$ cat config.mk
export PLATFORM = sky130hd
export DESIGN_NAME = trunc_mult_seq
export DESIGN_NICKNAME = d
export VERILOG_FILES = /design/src/rtl/trunc_mult_pkg.sv /design/src/rtl/trunc_pp_row.sv /design/src/rtl/trunc_mult_seq.sv
export SDC_FILE = /design/constraint.sdc
export NUM_CORES = 1
export LEC_CHECK = 0
export ABC_AREA = 1
export CAP_MARGIN = 30
export CELL_PAD_IN_SITES_DETAIL_PLACEMENT = 1
export CELL_PAD_IN_SITES_GLOBAL_PLACEMENT = 2
export CORE_MARGIN = 5
export CORE_UTILIZATION = 34
export DETAILED_ROUTE_END_ITERATION = 6
export PLACE_DENSITY_LB_ADDON = 0.1
export SLEW_MARGIN = 0
export SYNTH_ARGS = -nofsm -noshare
export SYNTH_HDL_FRONTEND = slang
export SYNTH_HIERARCHICAL = 1
export SYNTH_SLANG_ARGS = --single-unit
$ cat constraint.sdc
create_clock -name clk -period 7.4 [get_ports clk]
set_input_delay 1.48 -clock clk [delete_from_list [all_inputs] [get_ports clk]]
set_output_delay 1.48 -clock clk [all_outputs]
set_load 0.03 [all_outputs]
$ cat src/rtl/trunc_mult_pkg.sv
// Shared types and helpers for the sequential truncated multiplier.
// States, and the partial-product column mask used in truncated mode.
package trunc_mult_pkg;

  typedef enum logic [1:0] {
    S_IDLE,
    S_RUN,
    S_DONE
  } state_t;

  // Upper bound on WIDTH that keep_mask can describe.
  localparam int MAX_WIDTH = 32;

  // A bit is set for each product column that a row shifted by 'shift' occupies
  // and that lies at or above the truncation boundary width-keep_cols.
  function automatic logic [2*MAX_WIDTH-1:0] keep_mask(input int width,
                                                       input int keep_cols,
                                                       input int shift);
    logic [2*MAX_WIDTH-1:0] m;
    m = '0;
    for (int c = 0; c < 2*MAX_WIDTH; c++) begin
      m[c] = (c >= width - keep_cols) && (c >= shift) && (c < shift + width);
    end
    return m;
  endfunction

endpackage

$ cat src/rtl/trunc_pp_row.sv
// One partial-product row of the shift-add multiplier: a shifted by 'shift'
// when the multiplier bit is set, with discarded low columns cleared in truncated mode.
module trunc_pp_row
  import trunc_mult_pkg::*;
#(
  parameter int WIDTH     = 8,
  parameter int KEEP_COLS = 3,
  parameter int SHIFT_W   = $clog2(WIDTH)
) (
  input  logic [WIDTH-1:0]   a,
  input  logic               b,
  input  logic [SHIFT_W-1:0] shift,
  input  logic               exact,
  output logic [2*WIDTH-1:0] row
);

  logic [2*WIDTH-1:0] mask;
  logic [2*WIDTH-1:0] shifted;

  always_comb begin
    mask    = (2*WIDTH)'(keep_mask(WIDTH, KEEP_COLS, int'(shift)));
    shifted = {{WIDTH{1'b0}}, a} << shift;
    row     = '0;
    if (b) begin
      row = exact ? shifted : (shifted & mask);
    end
  end

endmodule

$ cat src/rtl/trunc_mult_seq.sv
// Iterative shift-add unsigned multiplier returning the upper WIDTH product bits,
// either exact or truncated with a constant bias correction; one operation in flight.
module trunc_mult_seq
  import trunc_mult_pkg::*;
#(
  parameter int WIDTH     = 8,
  parameter int KEEP_COLS = 3,
  parameter int CORR      = 16
) (
  input  logic             clk,
  input  logic             rst_n,
  input  logic             in_valid,
  output logic             in_ready,
  input  logic [WIDTH-1:0] in_a,
  input  logic [WIDTH-1:0] in_b,
  input  logic             in_exact,
  output logic             out_valid,
  input  logic             out_ready,
  output logic [WIDTH-1:0] out_p,
  output logic             busy
);

  localparam int CNT_W = $clog2(WIDTH);

  state_t             state;
  state_t             next_state;
  logic [WIDTH-1:0]   a_r;
  logic [WIDTH-1:0]   b_r;
  logic               exact_r;
  logic [2*WIDTH-1:0] acc;
  logic [2*WIDTH-1:0] row;
  logic [2*WIDTH-1:0] corr_add;
  logic [CNT_W-1:0]   cnt;
  logic               last;

  assign last     = (cnt == CNT_W'(WIDTH - 1));
  assign corr_add = (last && !exact_r) ? (2*WIDTH)'(CORR) : '0;
  assign out_p    = acc[2*WIDTH-1:WIDTH];

  trunc_pp_row #(
    .WIDTH     (WIDTH),
    .KEEP_COLS (KEEP_COLS),
    .SHIFT_W   (CNT_W)
  ) u_row (
    .a     (a_r),
    .b     (b_r[cnt]),
    .shift (cnt),
    .exact (exact_r),
    .row   (row)
  );

  always_ff @(posedge clk) begin
    if (!rst_n) state <= S_IDLE;
    else        state <= next_state;
  end

  always_comb begin
    next_state = state;
    in_ready   = 1'b0;
    out_valid  = 1'b0;
    busy       = 1'b1;
    case (state)
      S_IDLE: begin
        in_ready = 1'b1;
        busy     = 1'b0;
        if (in_valid) next_state = S_RUN;
      end
      S_RUN: begin
        if (last) next_state = S_DONE;
      end
      S_DONE: begin
        out_valid = 1'b1;
        if (out_ready) next_state = S_IDLE;
      end
      default: begin
        next_state = S_IDLE;
        busy       = 1'b0;
      end
    endcase
  end

  // The correction is folded into the final row so the result is ready on entry to DONE.
  always_ff @(posedge clk) begin
    if (!rst_n) begin
      a_r     <= '0;
      b_r     <= '0;
      exact_r <= 1'b0;
      acc     <= '0;
      cnt     <= '0;
    end else begin
      case (state)
        S_IDLE: begin
          if (in_valid) begin
            a_r     <= in_a;
            b_r     <= in_b;
            exact_r <= in_exact;
            acc     <= '0;
            cnt     <= '0;
          end
        end
        S_RUN: begin
          acc <= acc + row + corr_add;
          cnt <= cnt + CNT_W'(1);
        end
        default: begin
        end
      endcase
    end
  end

endmodule

---- Word-level counts from Yosys, hierarchy flattened ----
Index checks and enable logic that the tools add are counted.
storage, ports and cells
  input port bits ......................... 21
  logic and storage cells ................. 58
  output and inout bits ................... 11
  register bits ........................... 38
cells by class
  shift-type cells ........................ 1
  mux-type cells .......................... 16
  add/subtract/negate cells ............... 4
  equality and inequality tests ........... 6
  reductions and logical operators ........ 10
  order comparisons ....................... 14
  bitwise logic cells ..................... 1
operators with widths
  operator                                                               count
  5-bit by 32-bit < comparator with 1-bit output (first input constant)  8
  4-bit by 32-bit < comparator with 1-bit output (first input constant)  3
  16-bit 2-to-1 mux                                                      3
  16-bit one-hot mux with 2 select lines                                 1
  16-bit adder                                                           1
  16-bit by 5-bit adder with 16-bit output                               1
  16-bit bitwise AND                                                     1
  8-bit by 3-bit << shifter with 16-bit output                           1
  3-bit greater-or-equal comparator (first input constant)               2
  2-bit 2-to-1 mux                                                       3
  2-bit inequality test (second input constant)                          3
  2-bit one-hot mux with 3 select lines                                  1
  3-bit one-hot mux with 2 select lines                                  1
  3-bit by 4-bit adder with 5-bit output (second input constant)         1
  5-bit 2-to-1 mux                                                       1
  3-bit by 4-bit < comparator with 1-bit output (second input constant)  1
  1-bit 2-to-1 mux                                                       4
  2-bit AND reduction                                                    2
  3-bit by 1-bit adder with 3-bit output (second input constant)         1
  1-bit binary-select mux with 3-bit select                              1
  3-bit equality test (second input constant)                            1
  1-bit logical AND                                                      3
  3-bit 2-to-1 mux                                                       1
  3-bit AND reduction                                                    1
  other kinds (6)                                                        6

---- Longest topological paths before layout ----
Gate-level depths: netlist (run 1).
  depth after elaboration ................. 9
  depth in mapped cells ................... 22
  mapped depth without buffers ............ 22

---- Modules after synthesis ----
Netlist (run 1), hierarchy kept.
by module, submodules not included
  module          cells each  times used  area an instance (µm²)  seq. area each (µm²)
  trunc_mult_seq  388         1           2635.0                  760.7
  trunc_pp_row    82          1           390.4                   0.0

---- Worst setup path after synthesis (run 1) ----
OpenSTA, ideal clock, no wires.
  kind .................................... reg-to-reg
  start ................................... register cnt[0]
  end ..................................... register acc[15]
  period minus slack after synthesis ...... 2929 ps
  cell stages (with the launch flop) ...... 21
  setup time .............................. 132 ps
  data arrival time ....................... 2797 ps
  required time ........................... 7268 ps
  path buffers ............................ 0
  setup slack ............................. 4471 ps
  cells stage by stage .................... dfxtp_1 -> o21ai_0 -> o22ai_1 -> nor2_1 -> a31oi_1 -> nand2_1 -> inv_1 -> nand2_1 -> a21oi_2 -> inv_1 -> fa_1 -> inv_1 -> ha_1 -> nor2_1 -> inv_1 -> nand3_1 -> nand2_1 -> nand2_1 -> nand3_1 -> nand3_1 -> a21oi_2
between the ends
  elaborated cells on any way between the ends .. 28
  those cells by class .................... 3 x add/sub; 13 x order compare; 1 x eq/ne; 1 x shift; 6 x mux; 1 x bitwise; 3 x reduce/logical
RTL lines
  element                                       line                   text
  start: declaration                            trunc_mult_seq.sv:33   logic [CNT_W-1:0] cnt;
  start signal: assignment                      trunc_mult_seq.sv:103  cnt <= cnt + CNT_W'(1);
  8-bit by 3-bit << shifter with 16-bit output  trunc_pp_row.sv:22     shifted = {{WIDTH{1'b0}}, a} << shift;
  16-bit bitwise AND                            trunc_pp_row.sv:25     row = exact ? shifted : (shifted & mask);
  16-bit 2-to-1 mux                             trunc_pp_row.sv:25
  16-bit 2-to-1 mux (*)                         trunc_pp_row.sv:24     if (b) begin
  via row[4]                                    trunc_mult_seq.sv:31   logic [2*WIDTH-1:0] row;
  16-bit adder (*)                              trunc_mult_seq.sv:102  acc <= acc + row + corr_add;
  16-bit by 5-bit adder with 16-bit output (*)  trunc_mult_seq.sv:102
  16-bit one-hot mux with 2 select lines (*)    trunc_mult_seq.sv:91   case (state)
  end signal: assignment                        trunc_mult_seq.sv:102
  end: declaration                              trunc_mult_seq.sv:30   logic [2*WIDTH-1:0] acc;
The timed path passes the listed nets; every way through them passes the cells marked *. The select of a mux whose other input is x is not followed.
A chain may end at the register's enable or synchronous reset.

---- Final worst setup path (run 1) ----
Ends and elaborated chain as after synthesis.

==> results_dict.tcl, run 1 <==
set metrics [dict create \
    drive_gt1_frac 0.07943 \
    cts-root-buf "clkbuf_8" \
    antenna_found_initial 0 \
    synth_edf_count 0 \
    placed_area_um2 3338 \
    crit_fanout 19 \
    synthArstFlopShare 0 \
    overflow 0 \
    routed_wl_mm 8.581 \
    cts_buffers 5 \
    yosys-top-cells-area "dfxtp_1 25%, nand2_1 16%, ha_1 14%, nor2_1 7.3%, inv_1 6.5%" \
    clock-sinks 38 \
    htreeDepth 2 \
    avgViaCountPerCell 4.912 \
    rsz0062_at_grt "false" \
    drc_errors 0 \
    gp_congestion 0.8296 \
    reg2reg_from "cnt[0]$_SDFFE_PN0P_" \
    dieHeight_um 104.3 \
    hold_viol_final 0 \
    fin_tns_setup_ns 0 \
    hold_class "reg2reg" \
    layout.nets 546 \
    synth_most_common_cell "nand2_1" \
    wl_per_cell_um 14.33 \
    status "completed" \
    drv_slew 0 \
    crit_path_start_kind "flop" \
    ys_warn_count 6 \
    fin_crit_ns 3.692 \
    synthDistinctLibCells 32 \
    final_cells 599 \
    yosys-top-cells-count "128 x nand2_1, 59 x nor2_1, 52 x inv_1" \
    cts_resized 0 \
    dp_slack_ns 3.666 \
    fin_ws_ns 3.708 \
    post_cts_buffers 0 \
    ios 32 \
    endpoint "acc[15]$_SDFFE_PN0P_" \
    num_vias 2942 \
    start_util 0.3486 \
    fin_worst_skew_ns 0.01307 \
    cp.arrival_ns 3.91 \
    io_buffers 31 \
    clk_path_buf_depth 2 \
    grt_max_degree 22 \
    setup_viol 0 \
    dp_cells 591 \
    ys_seq_area_frac 0.2514 \
    fin_area_um2 3452 \
    insertedDiodeCount 0 \
    worstSkewPairLatency_ns 0.30 \
    areaGrowthSynthToFinish_pct 14.10 \
    total_power_uw 801.4 \
    vdd_drop_max_mv 0.1446 \
    coreArea_um2 8678 \
    cp-end-kind "flop" \
    fill_cells 1145 \
    powerDensity_nw_per_um2 232.2 \
    critPathKind "reg2reg" \
    fp.dieW_um 104.3 \
    fin_crit_sh 0.4989 \
    synthFlopType "dfxtp_1" \
    ys_ff_latch 38 \
    slew-limit-headroom 0.5410 \
    synth_top_area_share 0.2514 \
    dp_hpwl_mm 6.809 \
    grt_pass1_vias 3039 \
    synthCells 470 \
    syn_area_per_cell_um2 6.437 \
    maxCapViolations 0 \
    reg2regPathDepth 20 \
    clk_pin_slew_ns 0.08 \
    max_freq_mhz 270.9 \
    tightest_slew_ns 0.6843 \
    synth_top_cell_by_area "dfxtp_1" \
    utilization 0.3978 \
    track_usage 0.1593 \
    p_leak_nw 1.690 \
    netlist_area_um2 3025 \
    cts_hold_buf 0 \
    whs_ns 0.4739 \
    required_ns 7.62 \
    grt_pass1_wl_mm 14.30 \
    synth_nets 526 \
    cts_tree "done" \
    cp-startpoint "cnt[0]$_SDFFE_PN0P_" \
    firstDrtPassIters 4 \
    r2r_end "acc[15]$_SDFFE_PN0P_" \
    drtIter0Drc 70 \
    rrSetupSlack_ns 3.71 \
    dieArea_um2 10880 \
    ant_nets 0 \
    core.rowCount 34 \
]
## how the worst min path moves through the flow
stage	startpoint	to	slack, ns	cells after the start
6_report	acc[0]$_SDFFE_PN0P_	acc[0]$_SDFFE_PN0P_	0.47	2
5_1_grt	acc[0]$_SDFFE_PN0P_	acc[0]$_SDFFE_PN0P_	0.49	2
4_1_cts	acc[0]$_SDFFE_PN0P_	acc[0]$_SDFFE_PN0P_	0.48	2
3_5_place_dp	acc[0]$_SDFFE_PN0P_	acc[0]$_SDFFE_PN0P_	0.47	2
3_3_place_gp	acc[0]$_SDFFE_PN0P_	acc[0]$_SDFFE_PN0P_	0.45	2
2_1_floorplan	acc[0]$_SDFFE_PN0P_	acc[0]$_SDFFE_PN0P_	0.44	2
## report_power, final
part | switching [mW] | internal [mW] | total, mW | leakage [nW]
Combinational | 0.228 | 0.110 | 0.338 | 1.33
Clock | 0.0862 | 0.100 | 0.187 | 0.0504
Sequential | 0.0364 | 0.240 | 0.276 | 0.311
## area by class of cell
| type | instances | area [um^2] | share of cell area |
|---|---|---|---|
| clock buffers | 5 | 68.82 | 0.01993 |
| clock inverters | 3 | 45.04 | 0.01305 |
| inverters | 62 | 237.7 | 0.06887 |
| multi-input cells | 352 | 1894 | 0.5488 |
| flip-flops and latches | 38 | 760.7 | 0.2204 |
| well taps | 108 | 135.1 | 0.03914 |
| repair buffers | 31 | 310.3 | 0.08989 |
## critical path, cell delays in order (launching register included)
cell and delay [ns]:
dfxtp_1 0.75, o21ai_0 0.15, o22ai_1 0.19, nor2_1 0.06, a31oi_1 0.28, nand2_1 0.09
inv_1 0.07, nand2_1 0.09, nor2_1 0.19, ha_1 0.26, ha_1 0.22, fa_1 0.37
nand2_1 0.15, nand2_1 0.07, nand3_1 0.07, nand2_1 0.13, nand2_1 0.12, nand2_1 0.06
nand2_1 0.06, nand3_1 0.07, a21oi_2 0.14
## cell usage in the layout (no fill, tap or decap), types with 2 or more instances in the layout
| cell type | n |
|---|---|
| o21ai_1 | 3 |
| nand3_2 | 5 |
| ha_1 | 33 |
| inv_2 | 8 |
| clkdlybuf4s50_1 | 31 |
| inv_1 | 52 |
| nor2_1 | 59 |
| or2_2 | 4 |
| nand3b_1 | 2 |
| a21oi_2 | 4 |
| clkinvlp_4 | 2 |
| nand4_1 | 5 |
| nand2_2 | 4 |
| nor2_2 | 3 |
| a21oi_1 | 28 |
| o21ai_0 | 27 |
| nand3_1 | 36 |
| nand2_1 | 128 |
| dfxtp_1 | 38 |
| fa_1 | 2 |
| a21boi_0 | 2 |
| clkbuf_8 | 5 |
## per-layer routing
layer,part of all wire,track usage,vias to the layer above
li1,-,-,1541
met1,0.46,0.1873,1365
met2,0.51,0.2964,27
met3,0.020,0.02421,9
met4,0.014,0.04255,0
met5,0,0,-
## logic make-up (layout without fill, tap and decap cells)
family / after synthesis / in the layout / synth area share
simple gates: 247 / 247 / 0.3499
compound gates: 68 / 68 / 0.1224
fa+ha+maj: 35 / 35 / 0.1497
flops: 38 / 38 / 0.2514
xor+xnor: 1 / 1 / 0.002895
other cells: 1 / 1 / 0.001240
buf+inv: 80 / 101 / 0.1224
## sequential cells by signal, summed over array words and instances (netlist names)
name / count
state: 2
exact_r: 1
cnt: 3
b_r: 8
a_r: 8
acc: 16
Power figures use the tool's default switching activity.
==> run 2, diff against run 1 <==
--- a/config.mk
+++ b/config.mk
@@ -10,7 +10,7 @@
 export CELL_PAD_IN_SITES_DETAIL_PLACEMENT = 1
 export CELL_PAD_IN_SITES_GLOBAL_PLACEMENT = 2
 export CORE_MARGIN = 5
-export CORE_UTILIZATION = 34
+export CORE_UTILIZATION = 28
 export DETAILED_ROUTE_END_ITERATION = 6
 export PLACE_DENSITY_LB_ADDON = 0.1
 export SLEW_MARGIN = 0
==> constraint.sdc (replaced) <==
create_clock -name clk -period 3.1 [get_ports clk]
set_input_delay 0.62 -clock clk [delete_from_list [all_inputs] [get_ports clk]]
set_output_delay 0.62 -clock clk [all_outputs]
set_load 0.03 [all_outputs]
==> run 2 against run 1 <==
Compared with the run above: sequential cell count unchanged; die area up 19%; critical path depth did not move; design area increased by 14%; global-route usage fell by 1.5 points; clock power rose to 2.8 times the previous value; largest cell class unchanged.
==> results_dict.tcl, run 2 (same netlist as run 1, synthesis figures left out) <==
set metrics [dict create \
    drtIter0Drc 168 \
    insertedDiodeCount 0 \
    antenna_found_initial 0 \
    grt_use_met2 0.2650 \
    avgViaCountPerCell 4.694 \
    fin_worst_skew_ns 0.008520 \
    vdd_drop_max_mv 0.4876 \
    layout.nets 562 \
    fin_crit_ns 2.970 \
    ant_nets 0 \
    most-common-layout-cells "115 x nand2_1, 52 x nor2_1, 45 x inv_1" \
    cts_buffers 5 \
    required_ns 3.33 \
    mostFrequentLayoutCell "nand2_1" \
    grt_max_degree 20 \
    dp_hpwl_mm 7.254 \
    fp.dieW_um 113.9 \
    cts_tree "done" \
    fin_crit_sh 0.9580 \
    slew-limit-headroom 0.6004 \
    multi_input_area_um2 2190 \
    internal_power_mw 1.215 \
    comb_power_share 0.435 \
    start_util 0.2828 \
    clock-sinks 38 \
    final_cells 647 \
    p_leak_nw 1.776 \
    largest-register "acc" \
    cts-root-buf "clkbuf_8" \
    dieHeight_um 113.9 \
    coreArea_um2 10700 \
    setup_viol 0 \
    gp_congestion 0.8009 \
    powerDensity_nw_per_um2 526.8 \
    dieArea_um2 12980 \
    drive_gt1_frac 0.2130 \
    hold_viol_final 0 \
    power_frac_seq 0.311 \
    areaGrowthSynthToFinish_pct 30.40 \
    firstDrtPassIters 4 \
    placed_area_um2 3476 \
    crit_path_start_kind "flop" \
    track_usage 0.1442 \
    largest_reg_flops 16 \
    status "completed" \
    num_vias 3037 \
    wl_per_cell_um 14.31 \
    maxCapViolations 0 \
    grt_pass1_wl_mm 15.10 \
    regArea_um2 768.2 \
    drc_errors 0 \
    overflow 0 \
    total_power_mw 2.078 \
    grt_pass1_vias 3178 \
    dp_cells 636 \
    rsz0062_at_grt "true" \
    max_freq_mhz 336.7 \
    cp.arrival_ns 3.20 \
    grtUsageMet3 0.01857 \
    critPathKind "reg2reg" \
    cp-end-kind "flop" \
    ios 32 \
    p_clk_frac 0.255 \
    fill_cells 1369 \
    fin_area_um2 3945 \
    routed_wl_mm 9.257 \
    clk_pin_slew_ns 0.09 \
    tightest_slew_ns 0.5979 \
    clk_path_buf_depth 2 \
    swShare 0.4155 \
    power_switching_uw 863.4 \
    htreeDepth 2 \
    io_buffers 31 \
    worstSkewPairLatency_ns 0.30 \
    use_met1 0.1743 \
    hold_class "reg2reg" \
    crit_fanout 7 \
    core.rowCount 38 \
    cts_hold_buf 0 \
    reg_top3 "acc (16), a_r (8), b_r (8)" \
    drv_slew 0 \
    grt-busiest-layer "met2" \
]
run 2: changes by cell type in the layout (fill, tap and decap cells not counted), moves of 4 or more:
cell	delta
o21ai_1	+4
nor2_2	+4
buf_4	+15
o21ai_0	-4
a21oi_1	-4
nand3_1	-5
ha_4	+13
inv_1	-7
nor2_1	-7
nand3_2	+5
inv_2	+6
nand2_1	-13
ha_1	-14
nand2_2	+10
run 2: layout make-up:
cell class,instances,area share
Clock buffer,5,0.01744
Clock inverter,3,0.01744
Inverter,62,0.06089
Multi-Input combinational cell,352,0.5550
Sequential cell,38,0.1947
Tap cell,140,0.04440
Timing Repair Buffer,47,0.1101
run 2: worst paths after layout:
kind / start / end / slack, ns / depth (start not counted)
max: cnt[0]$_SDFFE_PN0P_ / acc[13]$_SDFFE_PN0P_ / 0.13 / 20
min: acc[1]$_SDFFE_PN0P_ / acc[1]$_SDFFE_PN0P_ / 0.48 / 2
max reg2reg: cnt[0]$_SDFFE_PN0P_ / acc[13]$_SDFFE_PN0P_ / 0.13 / 20
min reg2reg: acc[1]$_SDFFE_PN0P_ / acc[1]$_SDFFE_PN0P_ / 0.48 / 2
run 2: worst max-delay path, stage by stage, from the launching register on:
cell	delay, ns
dfxtp_4	0.38
inv_4	0.06
nor2_1	0.04
o22ai_1	0.17
nor2_1	0.07
a31oi_1	0.20
nand2_1	0.09
inv_2	0.08
nand2_2	0.05
a21oi_2	0.13
inv_2	0.05
fa_1	0.49
inv_2	0.05
ha_4	0.29
nor2_4	0.04
buf_6	0.11
a21oi_4	0.18
nand3_2	0.10
nand4_1	0.09
nand3_1	0.08
a21oi_1	0.15
run 2: timing repair:
| action | CTS | global route |
|---|---|---|
| resized for setup | 11 | 61 |
| hold endpoints to repair | 0 | 0 |
| setup buffers | 0 | 3 |
| pin swaps | 3 | 22 |
| endpoints found under the setup margin | 9 | 12 |
run 2: power by group through the flow:
stage	registers, mW	clock network [mW]	logic (mW)
after CTS	0.647	0.554	0.880
after global placement	0.653	0	0.876
after global routing	0.662	0.572	1.02
final	0.646	0.529	0.903
after detailed placement	0.655	0	0.870
after floorplan	0.632	0	0.633
run 2: routing by layer:
metal	up-vias	routed length, um
li1	1568	-
met1	1432	4166
met2	29	4818
met3	8	168
met4	0	104
met5	-	0
run 2: stage by stage:
| step | setup WS (ns) | hold WS [ns] | utilization | TNS (ns) |
|---|---|---|---|---|
| 2_1_floorplan | 0.1712 | 0.4433 | - | 0 |
| 4_1_cts | 0.0004605 | 0.4784 | 0.3413 | 0 |
| 3_5_place_dp | -0.1244 | 0.4649 | 0.3249 | -0.6171 |
| 3_3_place_gp | -0.04836 | 0.4522 | 0.3249 | -0.1313 |
| 6_report | 0.1301 | 0.4785 | 0.3688 | 0 |
| 5_1_grt | -0.07740 | 0.4942 | 0.3688 | -0.3405 |
